### src/rtl/aes_pkg.sv
// Shared AES datapath definitions: ShiftRows direction codes, row offsets,
// byte addressing within the column-major state, and block-width legality.
package aes_pkg;

    localparam logic SR_FWD = 1'b0;
    localparam logic SR_INV = 1'b1;

    // Rijndael shifts rows 2 and 3 one extra column for the 256-bit block.
    function automatic int row_offset(input int nb, input int r);
        return (nb == 8 && r >= 2) ? r + 1 : r;
    endfunction

    function automatic int byte_idx(input int r, input int c);
        return 4 * c + r;
    endfunction

    function automatic bit nb_legal(input int nb);
        return (nb == 4) || (nb == 6) || (nb == 8);
    endfunction

endpackage

### src/rtl/aes_rowperm.sv
// Combinational ShiftRows / InvShiftRows byte permutation for an NB-column state.
module aes_rowperm
    import aes_pkg::*;
#(
    parameter int NB = 4
) (
    input  logic [32*NB-1:0] in_data,
    input  logic             inv,
    output logic [32*NB-1:0] out_data
);

    localparam int W = 32 * NB;

    genvar gi, gj;
    generate
        for (gi = 0; gi < NB; gi++) begin : g_col
            for (gj = 0; gj < 4; gj++) begin : g_row
                localparam int OFF     = row_offset(NB, gj);
                localparam int DST     = byte_idx(gj, gi);
                localparam int SRC_FWD = byte_idx(gj, (gi + OFF) % NB);
                localparam int SRC_INV = byte_idx(gj, (gi - OFF + NB) % NB);

                // Byte k lives at the top of the word, so index from the MSB down.
                assign out_data[W-1-8*DST -: 8] = (inv == SR_INV)
                                                 ? in_data[W-1-8*SRC_INV -: 8]
                                                 : in_data[W-1-8*SRC_FWD -: 8];
            end
        end
    endgenerate

endmodule

### src/rtl/aes_shiftrows_pipe.sv
// Elastic ShiftRows stage: permutation ahead of a bubble-collapsing register
// chain, with flush, sideband tag and a completed-block counter.
module aes_shiftrows_pipe
    import aes_pkg::*;
#(
    parameter int NB          = 4,
    parameter int PIPE_STAGES = 1,
    parameter int TAG_W       = 4,
    parameter int CNT_W       = 32
) (
    input  logic               clk,
    input  logic               rst,
    input  logic               flush,
    input  logic               in_valid,
    output logic               in_ready,
    input  logic [32*NB-1:0]   in_data,
    input  logic               in_inv,
    input  logic [TAG_W-1:0]   in_tag,
    output logic               out_valid,
    input  logic               out_ready,
    output logic [32*NB-1:0]   out_data,
    output logic [TAG_W-1:0]   out_tag,
    output logic [CNT_W-1:0]   blk_count,
    output logic               busy
);

    localparam int W    = 32 * NB;
    localparam int LAST = PIPE_STAGES - 1;

    generate
        if (!nb_legal(NB) || PIPE_STAGES < 1 || PIPE_STAGES > 4) begin : g_param_check
            $error("aes_shiftrows_pipe: illegal NB=%0d or PIPE_STAGES=%0d", NB, PIPE_STAGES);
        end
    endgenerate

    logic [W-1:0]            perm_data;
    logic [PIPE_STAGES-1:0]  stage_valid;
    logic [PIPE_STAGES-1:0]  stage_valid_d;
    logic [PIPE_STAGES-1:0]  adv;
    logic [W-1:0]            stage_data [PIPE_STAGES];
    logic [TAG_W-1:0]        stage_tag  [PIPE_STAGES];
    logic [CNT_W-1:0]        cnt_q, cnt_d;
    logic                    busy_q;

    aes_rowperm #(.NB(NB)) u_rowperm (
        .in_data  (in_data),
        .inv      (in_inv),
        .out_data (perm_data)
    );

    assign in_ready = adv[0] & ~flush & ~rst;

    genvar gi;
    generate
        for (gi = 0; gi < PIPE_STAGES; gi++) begin : g_stage
            logic             vld_q, vld_d;
            logic [W-1:0]     data_q;
            logic [TAG_W-1:0] tag_q;
            logic             src_vld;
            logic [W-1:0]     src_data;
            logic [TAG_W-1:0] src_tag;

            if (gi == 0) begin : g_head
                assign src_vld  = in_valid & in_ready;
                assign src_data = perm_data;
                assign src_tag  = in_tag;
            end else begin : g_body
                assign src_vld  = stage_valid[gi-1];
                assign src_data = stage_data[gi-1];
                assign src_tag  = stage_tag[gi-1];
            end

            // A stage moves when any stage from here to the output has a hole,
            // or the output is draining; this is the unrolled advance chain.
            assign adv[gi] = out_ready | ~(&stage_valid[LAST:gi]);
            assign vld_d   = flush ? 1'b0 : (adv[gi] ? src_vld : vld_q);

            always_ff @(posedge clk) begin
                if (rst) begin
                    vld_q  <= 1'b0;
                    data_q <= '0;
                    tag_q  <= '0;
                end else begin
                    vld_q <= vld_d;
                    if (adv[gi] && src_vld) begin
                        data_q <= src_data;
                        tag_q  <= src_tag;
                    end
                end
            end

            assign stage_valid[gi]   = vld_q;
            assign stage_valid_d[gi] = vld_d;
            assign stage_data[gi]    = data_q;
            assign stage_tag[gi]     = tag_q;
        end
    endgenerate

    assign out_valid = stage_valid[LAST];
    assign out_data  = stage_data[LAST];
    assign out_tag   = stage_tag[LAST];

    assign cnt_d = (out_valid && out_ready) ? cnt_q + CNT_W'(1) : cnt_q;

    always_ff @(posedge clk) begin
        if (rst) begin
            cnt_q  <= '0;
            busy_q <= 1'b0;
        end else begin
            cnt_q  <= cnt_d;
            busy_q <= |stage_valid_d;
        end
    end

    assign blk_count = cnt_q;
    assign busy      = busy_q;

endmodule

### config.mk
export PLATFORM = sky130hd
export DESIGN_NAME = aes_shiftrows_pipe
export DESIGN_NICKNAME = d
export VERILOG_FILES = /design/src/rtl/aes_pkg.sv /design/src/rtl/aes_rowperm.sv /design/src/rtl/aes_shiftrows_pipe.sv
export SDC_FILE = /design/constraint.sdc
export NUM_CORES = 1
export LEC_CHECK = 0
export CORE_AREA = 2 2 130 132
export DETAILED_ROUTE_END_ITERATION = 7
export DIE_AREA = 0 0 132 134
export PLACE_DENSITY_LB_ADDON = 0.15
export SETUP_SLACK_MARGIN = 0.2
export SLEW_MARGIN = 20
export SYNTH_ARGS = -nofsm -noshare
export SYNTH_HDL_FRONTEND = slang
export SYNTH_SLANG_ARGS = --single-unit
### constraint.sdc
create_clock -name clk -period 3.2 [get_ports clk]
set_clock_uncertainty 0.2 [all_clocks]
set_input_delay 0.8 -clock clk [delete_from_list [all_inputs] [get_ports clk]]
set_output_delay 0.8 -clock clk [all_outputs]
set_load 0.1 [all_outputs]
==> reports/results.txt, run 1 <==
Rows - 47
Synth Area in XOR/XNOR - 0.0143
Antenna Cells - 0
Post-synthesis sequential area ratio - 0.490
Via Count - 6367
Minimum clock period - 2.79 ns
Util after Layout - 0.629
Via density - 4.94
Hold path cells - 2
Final Non-Filler Cells - 1289
Mapped Cells - 772
Post-synthesis compound-gate area fraction - 0.137
Clk root buf - clkbuf_16
Hold Path Class - flop to flop
Worst setup EP type - output port
Outcome - completed
Final Hold Viols - 0
Routed Antenna Nets - 0
Clock Latency Late Sink - 0.43 ns
Maximum vdd drop - 0.000365 V
Die area - 17700 µm²
Fin crit share - 0.871
Mux cell area share after synthesis - 0.114
Routed length per instance - 15.0 µm
Slew headroom - 0.464
Setup Slack @ Placement - -0.0681 ns
CTS tree - yes
Number of setup violations in the final report - 0
Post-synth top flop - dfxtp_1
H-tree depth - 4
GRT Util Overall - 0.216
Yosys reg bits - 165
Reg2reg start - blk_count[0]
Cts hold-fix bufs - 0
MaxCap Viol Count - 0
Pleak - 0.00414 µW
Chip height - 134 µm
Flop2flop setup slack - 0.76 ns
Worst path bufs/invs - 2
Reg2reg path depth - 6
CP Class - input port to output port
Port buffer count - 304
Yosys warns - 0
Sequence of cells on the critical path - clkdlybuf4s50_1 -> nor3_4 -> buf_12
Antenna violations before repair - 0
Yosys cell types - 35
Core area - 16300 µm²
CP arrival - 1.79 ns
Largest family of logic cells by synthesized area - simple AND/OR/NAND/NOR gates
Mapped Nets - 911
CP top delay family - buffers and inverters
Commonest non-fill, non-tap cell in the layout - buf_4
Largest net degree at the start of global routing - 77
First-pass DRT Iterations - 5
Cts bufs inserted - 17
Nets@finish - 1196
Adder-Cell Fraction of Synth Area - 0.00186
Sink Count - 165
Inst Count DP - 1258
Hpwl dp - 14100 µm
DRC - 0
Clock transition at path regs - 0.06 ns
Worst EP required - 2.20 ns
Avg Synthesized Cell Area - 8.72 µm²
Max clock buf depth - 2
Worst-Margin Slew - 0.804 ns
Endpoint, Worst Hold - out_data[93]
Unrepaired setup endpoints after global routing - false
Most frequent cells in the layout - buf_4, dfxtp_1, nand2_1
Ports - 305
Synthesized area - 6740 µm²
CP max FO - 4
Start point of the worst hold path - out_data[93]
Area Overhead vs Synth - 52.1%
Area after DPL - 9700 µm²
1st-iter DRT viols - 303
PnR worst setup slack - 0.411 ns
Post-Synth Simple-Gate Area - 0.199
Post-synth EDFFs - 0
First-pass GRT wire length - 30800 µm
Worst r2r dst - blk_count[22]
Gr ovfl total - 0
Cell area power density - 502 nW/µm²
Max incr delay on CP - 0.54 ns
FFs w/ async S/R, synth - 0
Vias in the first global route - 6096
GPL Wtd Cong - 0.764
Worst path slowest cell - clkdlybuf4s50_1
Share of layout cells above drive strength 1 - 0.228
Startpoint Class - input port
Initial Util - 0.413
Chip width - 132 µm
Fin area - 10200 µm²
Max Slew Vio Count - 0
Fmax - 359 MHz
Post-Route WL - 19300 µm
final cells by class:
cell class / count / area (µm²)
Clock inverter: 11 / 80.1
Tap cell: 220 / 275
Timing Repair Buffer: 327 / 2940
Inverter: 7 / 26.3
Multi-Input combinational cell: 539 / 3160
Fill cell: 1427 / 6050
Sequential cell: 165 / 3310
Clock buffer: 20 / 457
worst min-delay path, stage by stage (launching register included):
cell	delay, ns
dfxtp_1	0.31
nand2_1	0.05
a21oi_1	0.05
sequential cells by signal, indices dropped and copies added, names as in the netlist:
| name | cells |
|---|---|
| busy | 1 |
| out_data | 128 |
| out_tag | 4 |
| blk_count | 32 |
kinds of logic (layout without fill, tap and decap cells):
| kind of cell | after synthesis | after routing |
|---|---|---|
| compound gates | 151 | 151 |
| flops | 165 | 165 |
| buf+inv | 68 | 365 |
| mux | 75 | 75 |
| fa+ha+maj | 1 | 1 |
| xor+xnor | 11 | 11 |
| simple gates | 301 | 301 |
where the power goes:
part / leakage [µW] / switching (µW) / internal, µW / total [µW]
Clock: 0.000254 / 834 / 1030 / 1860
Sequential: 0.00134 / 38.8 / 2130 / 2160
Combinational: 0.00254 / 757 / 351 / 1110
how the worst max path moves through the flow:
stage	start	to	slack (ns)	depth (start not counted)
2_1_floorplan	rst	in_ready	0.19	4
3_3_place_gp	out_ready	blk_count[29]	-0.04	6
3_5_place_dp	out_ready	blk_count[17]	-0.07	6
4_1_cts	out_ready	in_ready	0.20	4
5_1_grt	flush	in_ready	0.37	3
6_report	flush	in_ready	0.41	3
through the flow:
stage / total power, µW / setup TNS, ns / hold WS, ns
after floorplan: 2950 / 0 / 0.502
after global placement: 3320 / -0.0605 / 0.243
after detailed placement: 3320 / -0.150 / 0.247
after CTS: 5190 / 0 / 0.256
after global routing: 5330 / 0 / 0.267
final: 5140 / 0 / 0.253
cell usage after synthesis, types with 6 or more instances:
cell type | n | share of area
buf_1 | 7 | 0.0039
dfxtp_1 | 165 | 0.49
nand2_1 | 147 | 0.082
nand4_1 | 9 | 0.0084
inv_1 | 7 | 0.0039
nor2b_1 | 8 | 0.0074
a21oi_1 | 78 | 0.058
nor2_1 | 91 | 0.051
mux2_2 | 11 | 0.018
a211oi_1 | 64 | 0.071
buf_2 | 15 | 0.011
xnor2_1 | 7 | 0.0091
nand3_1 | 7 | 0.0052
or4_1 | 6 | 0.0067
nor3_1 | 10 | 0.0074
clkbuf_1 | 36 | 0.020
mux2i_1 | 64 | 0.095
what timing repair did:
item | CTS | global route
setup endpoints to repair | 0 | 1
gates resized for setup | 0 | 1
setup buffers | 0 | 0
layer usage:
layer  vias to the layer above  routed length (µm)  track usage
li1                       3254                   -            -
met2                       192                9350        0.356
met3                        32                1520       0.0820
met5                         -                   0            0
met1                      2889                7970        0.257
met4                         0                 478       0.0821
(Power assumes the default switching activity.)
==> inputs of run 2 (changes only) <==
- CAP_MARGIN: unset -> 20
==> results of run 2 <==
Same layout as run 1: the final DEF is identical, and so are final timing and power.
==> inputs of run 3 (changes only) <==
- CELL_PAD_IN_SITES_DETAIL_PLACEMENT: unset -> 1
- CELL_PAD_IN_SITES_GLOBAL_PLACEMENT: unset -> 2
- CORE_AREA: 2 2 130 132 -> 2 2 175 177
- CTS_CLUSTER_DIAMETER: unset -> 30
- DIE_AREA: 0 0 132 134 -> 0 0 177 179
- PLACE_DENSITY: unset -> 0.77
- PLACE_DENSITY_LB_ADDON: 0.15 -> unset
==> run 3 against run 2 <==
Against the previous run: setup slack gained 0.0086 ns; critical path depth is the same; worst hold slack gained 0.0020 ns; sequential power is essentially flat.
==> reports/results.txt, run 3 (same netlist as run 1, synthesis figures left out) <==
Port buffer count - 304
Via Count - 6504
Fin crit share - 0.869
Share of layout cells above drive strength 1 - 0.225
NetSw - 1720 µW
Fin area - 10500 µm²
Crit path from - flush
Switching part of the total - 0.310
CTS tree - yes
Max incr delay on CP - 0.54 ns
Worst path bufs/invs - 2
Top routing layer used - met4
Startpoint Class - input port
DR WL met2 - 10900 µm
Gr ovfl total - 0
Post-Route WL - 23100 µm
Maximum vdd drop - 0.000295 V
Worst EP required - 2.20 ns
Chip width - 177 µm
First-pass DRT Iterations - 4
Via density - 4.45
Worst r2r dst - blk_count[22]
Routed length per instance - 15.8 µm
Antenna violations before repair - 0
Nets@finish - 1191
Pwr Total - 5540 µW
Int Power - 3820 µW
Cts bufs inserted - 17
Vias in the first global route - 6399
Rows - 64
Outcome - completed
Initial Util - 0.224
GRT Util Overall - 0.142
Pleak - 0.00416 µW
Clock transition at path regs - 0.06 ns
Commonest non-fill, non-tap cell in the layout - buf_4
Slew headroom - 0.283
Clock Latency Late Sink - 0.43 ns
1st-iter DRT viols - 244
Sequence of cells on the critical path - clkdlybuf4s50_1 -> nor3_4 -> buf_12
Area after DPL - 9880 µm²
Chip height - 179 µm
Largest net degree at the start of global routing - 177
Ports - 305
Reg2reg path depth - 6
Area Overhead vs Synth - 56.3%
CP top delay family - buffers and inverters
Core area - 30000 µm²
Hold WS - 0.255 ns
Routed Antenna Nets - 0
Clk root buf - clkbuf_16
Fin Setup TNS - 0 ns
Sink Count - 165
Max clock buf depth - 2
Worst setup EP type - output port
Post-CTS Setup Inserts - 0
Hold Path Class - flop to flop
Max reg flops - 128
Sequential Power Share - 0.391
Wl on met1 - 9780 µm
Worst-Margin Slew - 1.07 ns
Number of setup violations in the final report - 0
H-tree depth - 4
Flop2flop setup slack - 0.78 ns
Hpwl dp - 16200 µm
CP Class - input port to output port
Clock Power Share - 0.408
MaxCap Viol Count - 0
Reg2reg start - blk_count[0]
End of the critical path - in_ready
CP arrival - 1.78 ns
CP max FO - 4
Fmax - 360 MHz
DRC - 0
Logic pwr share - 0.201
First-pass GRT wire length - 35300 µm
WP depth - 3
Cell area power density - 526 nW/µm²
Max Slew Vio Count - 0
Die area - 31700 µm²
GPL Wtd Cong - 0.728
Most frequent cells in the layout - buf_4, dfxtp_1, nand2_1
Final Hold Viols - 0
Met3 wire length - 1940 µm
Minimum clock period - 2.78 ns
Worst path slowest cell - clkdlybuf4s50_1
Unrepaired setup endpoints after global routing - false
run 3: worst min path at each step:
| stage | start | endpoint | cells after the start |
|---|---|---|---|
| detailed placement | out_data[90] | out_data[90] | 2 |
| finish | out_data[90] | out_data[90] | 2 |
| global route | out_data[77] | out_data[77] | 2 |
| global placement | out_data[88] | out_data[88] | 2 |
| floorplan | blk_count[1] | blk_count[1] | 2 |
| CTS | out_data[90] | out_data[90] | 2 |
run 3: routing by layer:
layer,track usage,up-vias
li1,-,3237
met1,0.170,3060
met2,0.230,188
met3,0.0547,19
met4,0.0537,0
met5,0,-
run 3: cell type report:
| cell class | instances | area, µm² |
|---|---|---|
| timing repair buffer | 322 | 2900 |
| inverter | 7 | 26.3 |
| tap | 396 | 495 |
| clock buffer | 23 | 498 |
| antenna | 1 | 2.50 |
| sequential | 165 | 3310 |
| multi-input combinational | 539 | 3160 |
| clock inverter | 9 | 140 |
| fill | 3541 | 19500 |
run 3: through the flow:
step,utilization,setup slack (ns),cells
CTS,0.350,0.417,1461
finish,0.350,0.420,1462
global placement,0.329,-0.0313,1429
floorplan,-,0.188,772
detailed placement,0.329,-0.0305,1429
global route,0.350,0.364,1461
run 3: power by group through the flow:
stage	Clock, µW	Combinational, µW	Sequential (µW)
floorplan	0	235	2720
detailed placement	0	1130	2210
CTS	2340	1130	2170
global placement	0	1120	2210
finish	2260	1110	2160
global route	2420	1170	2170
run 3: repair_timing:
action	4_1_cts	5_1_grt
hold buffers	0	0
setup endpoints to repair	1	0
gates resized for setup	1	0
run 3: worst register-to-register path, stage by stage (launching register included):
cell and delay [ns]:
dfxtp_2 0.39, ha_1 0.21, inv_1 0.10, or4_1 0.53, buf_4 0.22, nor4_1 0.30, mux2_2 0.37
